### src/rtl/alu_cmd_issuer_if.sv
// alu_cmd_issuer_if: command and response handshake bundle for alu_cmd_issuer.
//   cmd_valid/cmd_ready/cmd_a/cmd_b/cmd_op : command channel into the issuer
//   rsp_valid/rsp_ready/rsp_data/rsp_op/rsp_err : response channel out of the issuer
//   master : producer of commands / consumer of responses
//   slave  : the issuer itself
interface alu_cmd_issuer_if;
    logic       cmd_valid;
    logic       cmd_ready;
    logic [7:0] cmd_a;
    logic [7:0] cmd_b;
    logic [2:0] cmd_op;
    logic       rsp_valid;
    logic       rsp_ready;
    logic [7:0] rsp_data;
    logic [2:0] rsp_op;
    logic       rsp_err;

    modport master (
        output cmd_valid, cmd_a, cmd_b, cmd_op, rsp_ready,
        input  cmd_ready, rsp_valid, rsp_data, rsp_op, rsp_err
    );

    modport slave (
        input  cmd_valid, cmd_a, cmd_b, cmd_op, rsp_ready,
        output cmd_ready, rsp_valid, rsp_data, rsp_op, rsp_err
    );
endinterface

### src/rtl/alu_cmd_issuer.sv
// alu_cmd_issuer: queues ALU commands in a DEPTH-entry FIFO, drives one command
// at a time onto registered operand/opcode lines of an external combinational
// ALU, captures the result one cycle later and holds it as a response until
// the consumer takes it.
// Ports:
//   clk, rst        : clock, synchronous active-high reset
//   bus (slave)     : command channel in, response channel out
//   alu_op_a/b, alu_op : registered operands/opcode to the ALU
//   alu_result      : combinational ALU result for the driven operands
//   cmd_count       : FIFO occupancy, 0..DEPTH
module alu_cmd_issuer #(
    parameter int DEPTH = 4
) (
    input  logic                   clk,
    input  logic                   rst,
    alu_cmd_issuer_if.slave        bus,
    output logic [7:0]             alu_op_a,
    output logic [7:0]             alu_op_b,
    output logic [2:0]             alu_op,
    input  logic [7:0]             alu_result,
    output logic [$clog2(DEPTH):0] cmd_count
);
    localparam int AW = $clog2(DEPTH);
    localparam int CW = AW + 1;

    typedef struct packed {
        logic [7:0] a;
        logic [7:0] b;
        logic [2:0] op;
    } cmd_t;

    typedef enum logic [1:0] {IDLE, DRIVE, RESP} state_t;

    state_t        state_q, state_d;
    cmd_t          mem_q [DEPTH];
    cmd_t          mem_d [DEPTH];
    logic [AW-1:0] wr_ptr_q, wr_ptr_d;
    logic [AW-1:0] rd_ptr_q, rd_ptr_d;
    logic [CW-1:0] count_q, count_d;
    logic [7:0]    alu_a_q, alu_a_d;
    logic [7:0]    alu_b_q, alu_b_d;
    logic [2:0]    alu_opc_q, alu_opc_d;
    logic          rsp_valid_q, rsp_valid_d;
    logic [7:0]    rsp_data_q, rsp_data_d;
    logic [2:0]    rsp_op_q, rsp_op_d;
    logic          rsp_err_q, rsp_err_d;

    logic cmd_ready_w;
    logic push;
    logic pop;
    logic fifo_empty;
    logic illegal;
    cmd_t head;

    // Ready depends only on registered occupancy, never on a same-cycle pop.
    assign cmd_ready_w = (count_q != CW'(DEPTH));
    assign push        = bus.cmd_valid && cmd_ready_w;
    assign fifo_empty  = (count_q == '0);
    assign head        = mem_q[rd_ptr_q];
    assign illegal     = (alu_opc_q >= 3'd6);

    always_comb begin
        state_d     = state_q;
        mem_d       = mem_q;
        wr_ptr_d    = wr_ptr_q;
        rd_ptr_d    = rd_ptr_q;
        count_d     = count_q;
        alu_a_d     = alu_a_q;
        alu_b_d     = alu_b_q;
        alu_opc_d   = alu_opc_q;
        rsp_valid_d = rsp_valid_q;
        rsp_data_d  = rsp_data_q;
        rsp_op_d    = rsp_op_q;
        rsp_err_d   = rsp_err_q;
        pop         = 1'b0;

        case (state_q)
            IDLE: begin
                if (!fifo_empty) begin
                    pop     = 1'b1;
                    state_d = DRIVE;
                end
            end
            DRIVE: begin
                // ALU has had a full cycle on the registered operands.
                rsp_valid_d = 1'b1;
                rsp_op_d    = alu_opc_q;
                rsp_err_d   = illegal;
                rsp_data_d  = illegal ? 8'h00 : alu_result;
                state_d     = RESP;
            end
            RESP: begin
                if (rsp_valid_q && bus.rsp_ready) begin
                    rsp_valid_d = 1'b0;
                    // Chain straight into the next command to sustain 1 rsp / 2 cycles.
                    if (!fifo_empty) begin
                        pop     = 1'b1;
                        state_d = DRIVE;
                    end else begin
                        state_d = IDLE;
                    end
                end
            end
            default: state_d = IDLE;
        endcase

        if (pop) begin
            alu_a_d   = head.a;
            alu_b_d   = head.b;
            alu_opc_d = head.op;
            rd_ptr_d  = rd_ptr_q + AW'(1);
        end

        if (push) begin
            mem_d[wr_ptr_q] = '{a: bus.cmd_a, b: bus.cmd_b, op: bus.cmd_op};
            wr_ptr_d        = wr_ptr_q + AW'(1);
        end

        case ({push, pop})
            2'b10:   count_d = count_q + CW'(1);
            2'b01:   count_d = count_q - CW'(1);
            default: count_d = count_q;
        endcase
    end

    always_ff @(posedge clk) begin
        // Storage needs no reset: occupancy and pointers gate every read.
        mem_q <= mem_d;
        if (rst) begin
            state_q     <= IDLE;
            wr_ptr_q    <= '0;
            rd_ptr_q    <= '0;
            count_q     <= '0;
            alu_a_q     <= 8'h00;
            alu_b_q     <= 8'h00;
            alu_opc_q   <= 3'd0;
            rsp_valid_q <= 1'b0;
            rsp_data_q  <= 8'h00;
            rsp_op_q    <= 3'd0;
            rsp_err_q   <= 1'b0;
        end else begin
            state_q     <= state_d;
            wr_ptr_q    <= wr_ptr_d;
            rd_ptr_q    <= rd_ptr_d;
            count_q     <= count_d;
            alu_a_q     <= alu_a_d;
            alu_b_q     <= alu_b_d;
            alu_opc_q   <= alu_opc_d;
            rsp_valid_q <= rsp_valid_d;
            rsp_data_q  <= rsp_data_d;
            rsp_op_q    <= rsp_op_d;
            rsp_err_q   <= rsp_err_d;
        end
    end

    assign bus.cmd_ready = cmd_ready_w;
    assign bus.rsp_valid = rsp_valid_q;
    assign bus.rsp_data  = rsp_data_q;
    assign bus.rsp_op    = rsp_op_q;
    assign bus.rsp_err   = rsp_err_q;
    assign alu_op_a      = alu_a_q;
    assign alu_op_b      = alu_b_q;
    assign alu_op        = alu_opc_q;
    assign cmd_count     = count_q;
endmodule

### src/flat_wrapper.sv
// flat-port wrapper written by rule: the top's interface ports become plain ports
module alu_cmd_issuer_flat 
#(
    parameter int DEPTH = 4
)
  (clk, rst, alu_op_a, alu_op_b, alu_op, alu_result, cmd_count, bus_cmd_valid, bus_cmd_a, bus_cmd_b, bus_cmd_op, bus_rsp_ready, bus_cmd_ready, bus_rsp_valid, bus_rsp_data, bus_rsp_op, bus_rsp_err);
  alu_cmd_issuer_if bus_i ();
  input  logic clk;
  input  logic rst;
  output logic [7:0] alu_op_a;
  output logic [7:0] alu_op_b;
  output logic [2:0] alu_op;
  input  logic [7:0] alu_result;
  output logic [$clog2(DEPTH):0] cmd_count;
  input wire logic [$bits(bus_i.cmd_valid)-1:0] bus_cmd_valid;
  input wire logic [$bits(bus_i.cmd_a)-1:0] bus_cmd_a;
  input wire logic [$bits(bus_i.cmd_b)-1:0] bus_cmd_b;
  input wire logic [$bits(bus_i.cmd_op)-1:0] bus_cmd_op;
  input wire logic [$bits(bus_i.rsp_ready)-1:0] bus_rsp_ready;
  output wire logic [$bits(bus_i.cmd_ready)-1:0] bus_cmd_ready;
  output wire logic [$bits(bus_i.rsp_valid)-1:0] bus_rsp_valid;
  output wire logic [$bits(bus_i.rsp_data)-1:0] bus_rsp_data;
  output wire logic [$bits(bus_i.rsp_op)-1:0] bus_rsp_op;
  output wire logic [$bits(bus_i.rsp_err)-1:0] bus_rsp_err;
  assign bus_i.cmd_valid = bus_cmd_valid;
  assign bus_i.cmd_a = bus_cmd_a;
  assign bus_i.cmd_b = bus_cmd_b;
  assign bus_i.cmd_op = bus_cmd_op;
  assign bus_i.rsp_ready = bus_rsp_ready;
  assign bus_cmd_ready = bus_i.cmd_ready;
  assign bus_rsp_valid = bus_i.rsp_valid;
  assign bus_rsp_data = bus_i.rsp_data;
  assign bus_rsp_op = bus_i.rsp_op;
  assign bus_rsp_err = bus_i.rsp_err;
  alu_cmd_issuer #(.DEPTH(DEPTH)) u_core (.clk(clk), .rst(rst), .bus(bus_i), .alu_op_a(alu_op_a), .alu_op_b(alu_op_b), .alu_op(alu_op), .alu_result(alu_result), .cmd_count(cmd_count));
endmodule
### config.mk
export PLATFORM = sky130hd
export DESIGN_NAME = alu_cmd_issuer_flat
export DESIGN_NICKNAME = d
export VERILOG_FILES = /design/src/rtl/alu_cmd_issuer_if.sv /design/src/rtl/alu_cmd_issuer.sv /design/src/flat_wrapper.sv
export SDC_FILE = /design/constraint.sdc
export NUM_CORES = 1
export LEC_CHECK = 0
export BUFFER_PORTS_ARGS = -buffer_cell sky130_fd_sc_hd__buf_2
export CORE_MARGIN = 10
export CORE_UTILIZATION = 45
export DETAILED_ROUTE_END_ITERATION = 10
export PLACE_DENSITY = 0.76
export SLEW_MARGIN = 10
export SYNTH_ARGS = -nofsm -noshare
export SYNTH_HDL_FRONTEND = slang
export SYNTH_SLANG_ARGS = --single-unit
### constraint.sdc
create_clock -name clk -period 5.74 [get_ports clk]
set_clock_uncertainty 0.15 [all_clocks]
set_input_delay 0.574 -clock clk [delete_from_list [all_inputs] [get_ports clk]]
set_output_delay 0.574 -clock clk [all_outputs]
set_load 0.01 [all_outputs]
Yosys cells after proc, flatten, opt, wreduce, memory -nomap -nowiden. Cells that the tools add are included.

Muxes and demuxes: 17. Equal/unequal tests: 7. $lt $le $gt $ge: 4. Bitwise gates (word level): 2. Add/subtract/negate cells: 4. Reduce and logical (&&, ||, !) cells: 9.

Operators by type and width (number): bitwise mux 76 bit (1); 2-to-1 mux 19 bit (3); binary-select mux 19 bit (select 2 bit) (1); demux 19 bit (select 2 bit) (1); greater-or-equal comparator 3 bit, second input constant (3); 2-to-1 mux 8 bit (1); NOT 2 -> 3 bit (2); one-hot mux 2 bit (3 select lines) (1); one-hot mux 3 bit (2 select lines) (1); adder 2 x 1 -> 2 bit, second input constant (2); equality test 2 x 1 -> 1 bit, second input constant (2); equality test 2 bit, second input constant (2); 2-to-1 mux 1 bit (4); 2-to-1 mux 2 bit (2); one-hot mux 1 bit (2 select lines) (2); AND reduction 2 bit (2); nonzero test 2 bit (2); adder 3 x 1 -> 3 bit, second input constant (1); logical AND 1 bit (3); zero test 3 bit (1); < comparator 3 x 1 -> 1 bit, second input constant (1); inequality test 3 bit, second input constant (1); subtractor 3 x 1 -> 3 bit, second input constant (1); zero test 2 bit (1); other kinds (2) (2).

Register bits after elaboration: 117. Output and inout port bits: 36. Input port bits: 31. Word-level logic and storage cells: 66.

Logic depth before layout (Yosys ltp). Gate-level depths: netlist (run 1).

Word-level depth: 6. Depth in mapped cells: 9. Gate-level depth less buffers: 8.

Worst setup path before layout (run 1). OpenSTA, ideal clock, no wires.

Kind: reg-to-reg. Start point: reg u_core.count_q[2] (netlist: u_core.cmd_count[2]). End point: reg u_core.count_q[2] (netlist: u_core.cmd_count[2]). Clock period less this slack: 2369 ps. Path buffers: 1. Data arrival time: 2149 ps. Path slack: 3371 ps. Data required time: 5520 ps. Setup time: 70 ps. Cell stages (with the launch flop): 10. Path through: dfxtp_1 or3b_1 buf_2 nand2_1 ha_1 inv_1 fa_1 xor2_1 or3_1 a21oi_1.

Elaborated cells between the ends (all ways): 12. Those cells by class: add/sub (2); eq/ne (3); mux (4); reduce/logical (3).

RTL lines: start: declaration (line alu_cmd_issuer.sv:39) `logic [CW-1:0] count_q, count_d;`; start signal: assignment (line alu_cmd_issuer.sv:145) `count_q <= count_d;`; inequality test 3 bit (*) (line alu_cmd_issuer.sv:56) `assign cmd_ready_w = (count_q != CW'(DEPTH));`; named net bus_cmd_ready (line flat_wrapper.sv:20) `output wire logic [$bits(bus_i.cmd_ready)-1:0] bus_cmd_ready;`; logical AND 1 bit (*) (line alu_cmd_issuer.sv:57) `assign push = bus.cmd_valid && cmd_ready_w;`; equality test 2 x 1 -> 1 bit or equality test 2 bit (tied branches) (line alu_cmd_issuer.sv:119) `case ({push, pop})`; one-hot mux 3 bit (2 select lines) or nonzero test 2 bit (tied branches).

The timed path passes the listed nets; every way through them passes the cells marked *. A chain may end at the register's enable or synchronous reset.

Final worst setup path (run 1).
Start point: reg u_core.state_q[1]. End point: reg u_core.count_q[2] (netlist: u_core.cmd_count[2]).

Cells in the longest elaborated chain, start to end: 4. Elaborated cells between the ends (all ways): 7. Those cells by class: eq/ne (3); mux (2); reduce/logical (2).

Ends and longest elaborated chain: start: declaration (line alu_cmd_issuer.sv:34) `state_t state_q, state_d;`; start signal: assignment (line alu_cmd_issuer.sv:142) `state_q <= state_d;`; equality test 2 bit or zero test 2 bit (tied branches) (line alu_cmd_issuer.sv:77) `case (state_q)`; one-hot mux 1 bit (2 select lines) (*) (line alu_cmd_issuer.sv:77); named net u_core.pop (line alu_cmd_issuer.sv:50) `logic pop;`; equality test 2 x 1 -> 1 bit or equality test 2 bit (tied branches) (line alu_cmd_issuer.sv:119); one-hot mux 3 bit (2 select lines) or nonzero test 2 bit (tied branches).

Marked as above.

==> out/results.txt, run 1 <==
Rows - 36
reg2reg end - u_core.cmd_count[2]$_SDFFE_PP0P_
origin of the critical flop-to-flop path - u_core.state_q[1]$_SDFFE_PP0P_
R2R setup slack - 3.03 ns
number of library cell types mapped by synthesis - 33
post-CTS setup buffer count - 0
Starting Density - 0.464
Global Route Usage Sum - 0.143
Syn Nets - 347
Seq cells post-synth - 117
Final Routed Wirelength - 9750 um
mapped cell area - 0.00456 mm2
Max Buffers Root-to-Sink - 2
antenna fix cells - 0
antenna viol nets, final - 0
Final GP Congestion - 0.769
setup violators final - 0
Worst IR Drop VDD - 0.259 mV
final setup TNS - 0 ns
IO Pins - 67
Hold Path Class - input port to flip-flop
initial antenna violation count - 0
first-pass GRT wire length - 15900 um
most common cell after layout, fill and taps aside - edfxtp_1
area delta synth->final - 21.3%
core area - 0.00982 mm2
die area - 0.0145 mm2
CTS buffer count - 17
RSZ-0062 raised after global routing - no
final core occ - 0.563
Clk pin slew, worst setup/hold paths - 0.06 ns
H-tree depth - 4
CP max FO - 24
Ys Warns - 0
die extent in x - 121 um
max_slew headroom - 0.265
DP HPWL - 6180 um
drc violations - 0
P_leak - 2.01 nW
fmax - 369 MHz
CTS resizes - 0
Worst-Margin Slew - 1.10 ns
Syn Inst Count - 310
Pre-antenna DRT Iters - 5
root buf cell - clkbuf_8
CP endpoint kind - flip-flop
Port Buffers - 66
Final period util - 0.472
Final Hold Vio Count - 0
status - finished clean
reg2reg path depth - 8
HP Start - bus_cmd_a[1]
initial drt markers - 225
routed vias/inst - 5.51
Max-cap violations - 0
Hold Crit Endpoint - u_core.mem_q[31]$_DFFE_PP_
Worst-Skew Late Latency - 0.50 ns
CP Launch Type - flip-flop
Final Max Slew Viols - 0
clk sink count - 117
vias post-DR - 2841
nets - 407
min Tclk post-route - 2.71 ns
Worst EP arrival - 2.98 ns
CP Class - flip-flop to flip-flop
vias in the first global route - 2958
average size of a mapped cell - 14.7 um2
PwrDens - 532 mW/mm2
die height - 121 um
Hold Path Cell Cnt - 1
post-DR wirelength/cell - 18.9 um
largest net degree at the start of global routing - 43
register area share after synthesis - 0.681
Worst Path Required - 6.02 ns
ratio of cells with drive above 1 in the final layout - 0.319
Hold Buf Count CTS - 0
CTS tree - built
global route overflow - 0
most frequent cells in the layout - edfxtp_1, buf_2, dfxtp_1
## critical path, stage by stage (launching register included)
cell and delay, ns:
dfxtp_1 0.40, a21boi_2 0.86, nor3_1 0.17, ha_1 0.28, inv_1 0.07, fa_1 0.17, xor2_1 0.07, or3_1 0.31
a21oi_1 0.14
## layout make-up
cell class              count  area, um2
fillers                   800       4290
flip-flops and latches    117       3100
multi-input cells         159       1290
clock buffers              18        418
repair buffers             68        345
clock inverters            14        179
well taps                 133        166
inverters                   7       26.3
## state kept, by name (all words and copies together), names as in the netlist
name / flops
u_core.alu_op: 3
u_core.bus.rsp_valid: 1
u_core.alu_op_b: 8
u_core.wr_ptr_q: 2
u_core.rd_ptr_q: 2
u_core.alu_op_a: 8
u_core.cmd_count: 3
u_core.bus.rsp_op: 3
u_core.bus.rsp_data: 8
u_core.mem_q: 76
u_core.bus.rsp_err: 1
u_core.state_q: 2
## metrics by stage
stage | setup WS [ns] | instances | hold slack (ns) | cell area, um2 | power, mW
global route | 2.86 | 516 | 0.105 | 5530 | 3.11
floorplan | 3.37 | 310 | 0.326 | 4560 | 1.69
global placement | 2.89 | 484 | 0.285 | 4930 | 1.89
detailed placement | 2.80 | 484 | 0.291 | 4930 | 1.92
finish | 3.03 | 516 | 0.133 | 5530 | 2.94
CTS | 3.06 | 516 | 0.0969 | 5530 | 2.98
## kinds of logic after synthesis
kind of cell    after synthesis  synth area share
simple gates                 66            0.0766
compound gates               66            0.0904
xor+xnor                      2           0.00385
fa+ha+maj                     6            0.0181
mux                          19            0.0939
flops                       117             0.681
buf+inv                      34            0.0360
## synthesized netlist by cell type (all sizes together)
cell type | n | area share
or3b | 1 | 0.0019
and3 | 4 | 0.0055
a21boi | 1 | 0.0025
o21ai | 2 | 0.0022
nand2b | 2 | 0.0027
xor2 | 2 | 0.0038
edfxtp | 76 | 0.50
dfxtp | 41 | 0.18
nor3 | 2 | 0.0033
a211oi | 3 | 0.0049
a21bo | 1 | 0.0022
buf | 16 | 0.021
ha | 5 | 0.014
clkbuf | 11 | 0.0091
nand3 | 10 | 0.011
nor2 | 7 | 0.0058
mux4 | 19 | 0.094
or3 | 2 | 0.0027
nand2 | 16 | 0.013
nor2b | 1 | 0.0014
a41oi | 1 | 0.0019
a21o | 2 | 0.0033
nand4 | 19 | 0.026
o31ai | 20 | 0.033
fa | 1 | 0.0044
nor4 | 1 | 0.0014
inv | 7 | 0.0058
a21oi | 35 | 0.038
a31o | 1 | 0.0019
or4 | 1 | 0.0016
## metal layers
metal / track usage / vias up / share of wire
li1: - / 1335 / -
met1: 0.169 / 1411 / 0.40
met2: 0.231 / 90 / 0.51
met3: 0.0507 / 5 / 0.077
met4: 0.0588 / 0 / 0.0053
met5: 0 / - / 0
## power breakdown
part	leakage (nW)	internal, mW	total, mW	switching, mW
Sequential	1.03	1.05	1.18	0.136
Clock	0.282	0.665	1.04	0.379
Combinational	0.701	0.289	0.708	0.419
Total	2.01	2.00	2.94	0.934
## how the worst max path moves through the flow
| stage | to | slack, ns | from | cells after the start |
|---|---|---|---|---|
| 2_1_floorplan | u_core.cmd_count[2]$_SDFFE_PP0P_ | 3.37 | u_core.cmd_count[2]$_SDFFE_PP0P_ | 9 |
| 5_1_grt | u_core.cmd_count[2]$_SDFFE_PP0P_ | 2.86 | u_core.state_q[1]$_SDFFE_PP0P_ | 8 |
| 3_3_place_gp | u_core.cmd_count[2]$_SDFFE_PP0P_ | 2.89 | bus_rsp_ready | 9 |
| 6_report | u_core.cmd_count[2]$_SDFFE_PP0P_ | 3.03 | u_core.state_q[1]$_SDFFE_PP0P_ | 8 |
| 3_5_place_dp | u_core.cmd_count[2]$_SDFFE_PP0P_ | 2.80 | bus_rsp_ready | 9 |
| 4_1_cts | u_core.cmd_count[2]$_SDFFE_PP0P_ | 3.06 | u_core.state_q[1]$_SDFFE_PP0P_ | 8 |
Power figures use the tool's default switching activity.
==> run 2, diff against run 1 <==
==> constraint.sdc (replaced) <==
create_clock -name clk -period 2.8 [get_ports clk]
set_clock_uncertainty 0.15 [all_clocks]
set_input_delay 0.28 -clock clk [delete_from_list [all_inputs] [get_ports clk]]
set_output_delay 0.28 -clock clk [all_outputs]
set_load 0.01 [all_outputs]
==> run 2 against run 1 <==
First-iteration DRC count is 11% lower. Critical path type unchanged. Critical path depth stayed put. Die area unchanged.
==> out/results.txt, run 2 (synthesized netlist as in run 1, its figures left out) <==
status - finished clean
ratio of cells with drive above 1 in the final layout - 0.300
CP max FO - 10
Max-cap violations - 0
Hold Buf Count CTS - 28
post-DR wirelength/cell - 18.2 um
Comb power frac - 0.281
IO Pins - 67
CTS buffer count - 17
Largest Register - u_core.mem_q
die area - 0.0145 mm2
Clk network pwr share - 0.324
Global Route Usage Sum - 0.142
PwrDens - 1010 mW/mm2
DP HPWL - 6130 um
Worst-Margin Slew - 1.05 ns
RSZ-0062 raised after global routing - no
P_leak - 2.12 nW
non-filler cells, final - 547
antenna viol nets, final - 0
Worst IR Drop VDD - 0.612 mV
CP Launch Type - flip-flop
Final GP Congestion - 0.739
Worst EP arrival - 2.79 ns
setup violators final - 0
Worst-Skew Late Latency - 0.51 ns
max_slew headroom - 0.300
first-pass GRT wire length - 16100 um
Pre-antenna DRT Iters - 4
die extent in x - 121 um
core area - 0.00982 mm2
Final Hold Vio Count - 0
H-tree depth - 4
Final Max Slew Viols - 0
clk sink count - 117
CTS resizes - 0
most common cell after layout, fill and taps aside - edfxtp_1
Rows - 36
Placed Area - 0.00497 mm2
drc violations - 0
Max Buffers Root-to-Sink - 2
CTS tree - built
initial drt markers - 200
largest net degree at the start of global routing - 43
Hold Path Class - input port to flip-flop
routed vias/inst - 5.38
fin area - 0.00578 mm2
global route overflow - 0
antenna fix cells - 0
Hold WS - 0.0531 ns
Worst Path Required - 3.08 ns
Starting Density - 0.464
initial antenna violation count - 0
fmax - 399 MHz
placed instance count - 488
Int Power - 3.96 mW
Clk pin slew, worst setup/hold paths - 0.06 ns
area delta synth->final - 26.9%
max reg flops - 76
min Tclk post-route - 2.51 ns
vias post-DR - 2943
root buf cell - clkbuf_8
vias in the first global route - 3078
NetSw - 1.91 mW
Net Sw Frac - 0.325
sequential share of power - 0.395
CP endpoint kind - flip-flop
post-CTS setup buffer count - 0
final setup TNS - 0 ns
Final Routed Wirelength - 9970 um
CP Class - flip-flop to flip-flop
Final period util - 0.896
nets - 439
die height - 121 um
Port Buffers - 66
most frequent cells in the layout - edfxtp_1, buf_2, dfxtp_1
run 2: final timing paths:
kind | start | end | slack (ns) | cells after the start
max | u_core.cmd_count[2]$_SDFFE_PP0P_ | u_core.cmd_count[2]$_SDFFE_PP0P_ | 0.29 | 8
min | bus_rsp_ready | u_core.bus.rsp_valid$_SDFFE_PP0P_ | 0.05 | 4
max reg2reg | u_core.cmd_count[2]$_SDFFE_PP0P_ | u_core.cmd_count[2]$_SDFFE_PP0P_ | 0.29 | 8
min reg2reg | u_core.bus.rsp_data[6]$_SDFFE_PP0P_ | u_core.bus.rsp_data[6]$_SDFFE_PP0P_ | 0.29 | 2
run 2: per-stage QoR:
step                      power (mW)  utilization  setup slack, ns
final                           5.87        0.589            0.291
after detailed placement        3.97        0.506            0.343
after floorplan                 3.45            -            0.431
after global placement          3.92        0.506            0.437
after CTS                       5.91        0.589            0.289
after global routing            6.21        0.589            0.149
run 2: critical path, cell delays in order (launching register included):
cell and delay (ns):
dfxtp_1 0.40, or3b_1 0.52, nand2_1 0.12, ha_1 0.18, inv_1 0.06, fa_1 0.37, xor2_1 0.15, or3_1 0.31
a21oi_1 0.17
run 2: power groups by stage:
| stage | Combinational, mW | Sequential [mW] | Clock [mW] |
|---|---|---|---|
| 2_1_floorplan | 1.06 | 2.39 | 0 |
| 3_3_place_gp | 1.58 | 2.34 | 0 |
| 3_5_place_dp | 1.62 | 2.36 | 0 |
| 4_1_cts | 1.66 | 2.32 | 1.93 |
| 5_1_grt | 1.82 | 2.36 | 2.03 |
| 6_report | 1.65 | 2.32 | 1.90 |
run 2: final cells by class:
| class | count | area, um2 |
|---|---|---|
| tap | 133 | 166 |
| timing repair buffer | 100 | 668 |
| fill | 792 | 4040 |
| clock buffer | 17 | 414 |
| multi-input combinational | 159 | 1290 |
| clock inverter | 14 | 113 |
| sequential | 117 | 3100 |
| inverter | 7 | 26.3 |
run 2: routing by layer:
layer / vias to the layer above / GRT usage / wire length (um)
li1: 1394 / - / -
met4: 0 / 0.0505 / 71
met1: 1438 / 0.168 / 4240
met5: - / 0 / 0
met2: 104 / 0.229 / 4920
met3: 7 / 0.0558 / 742
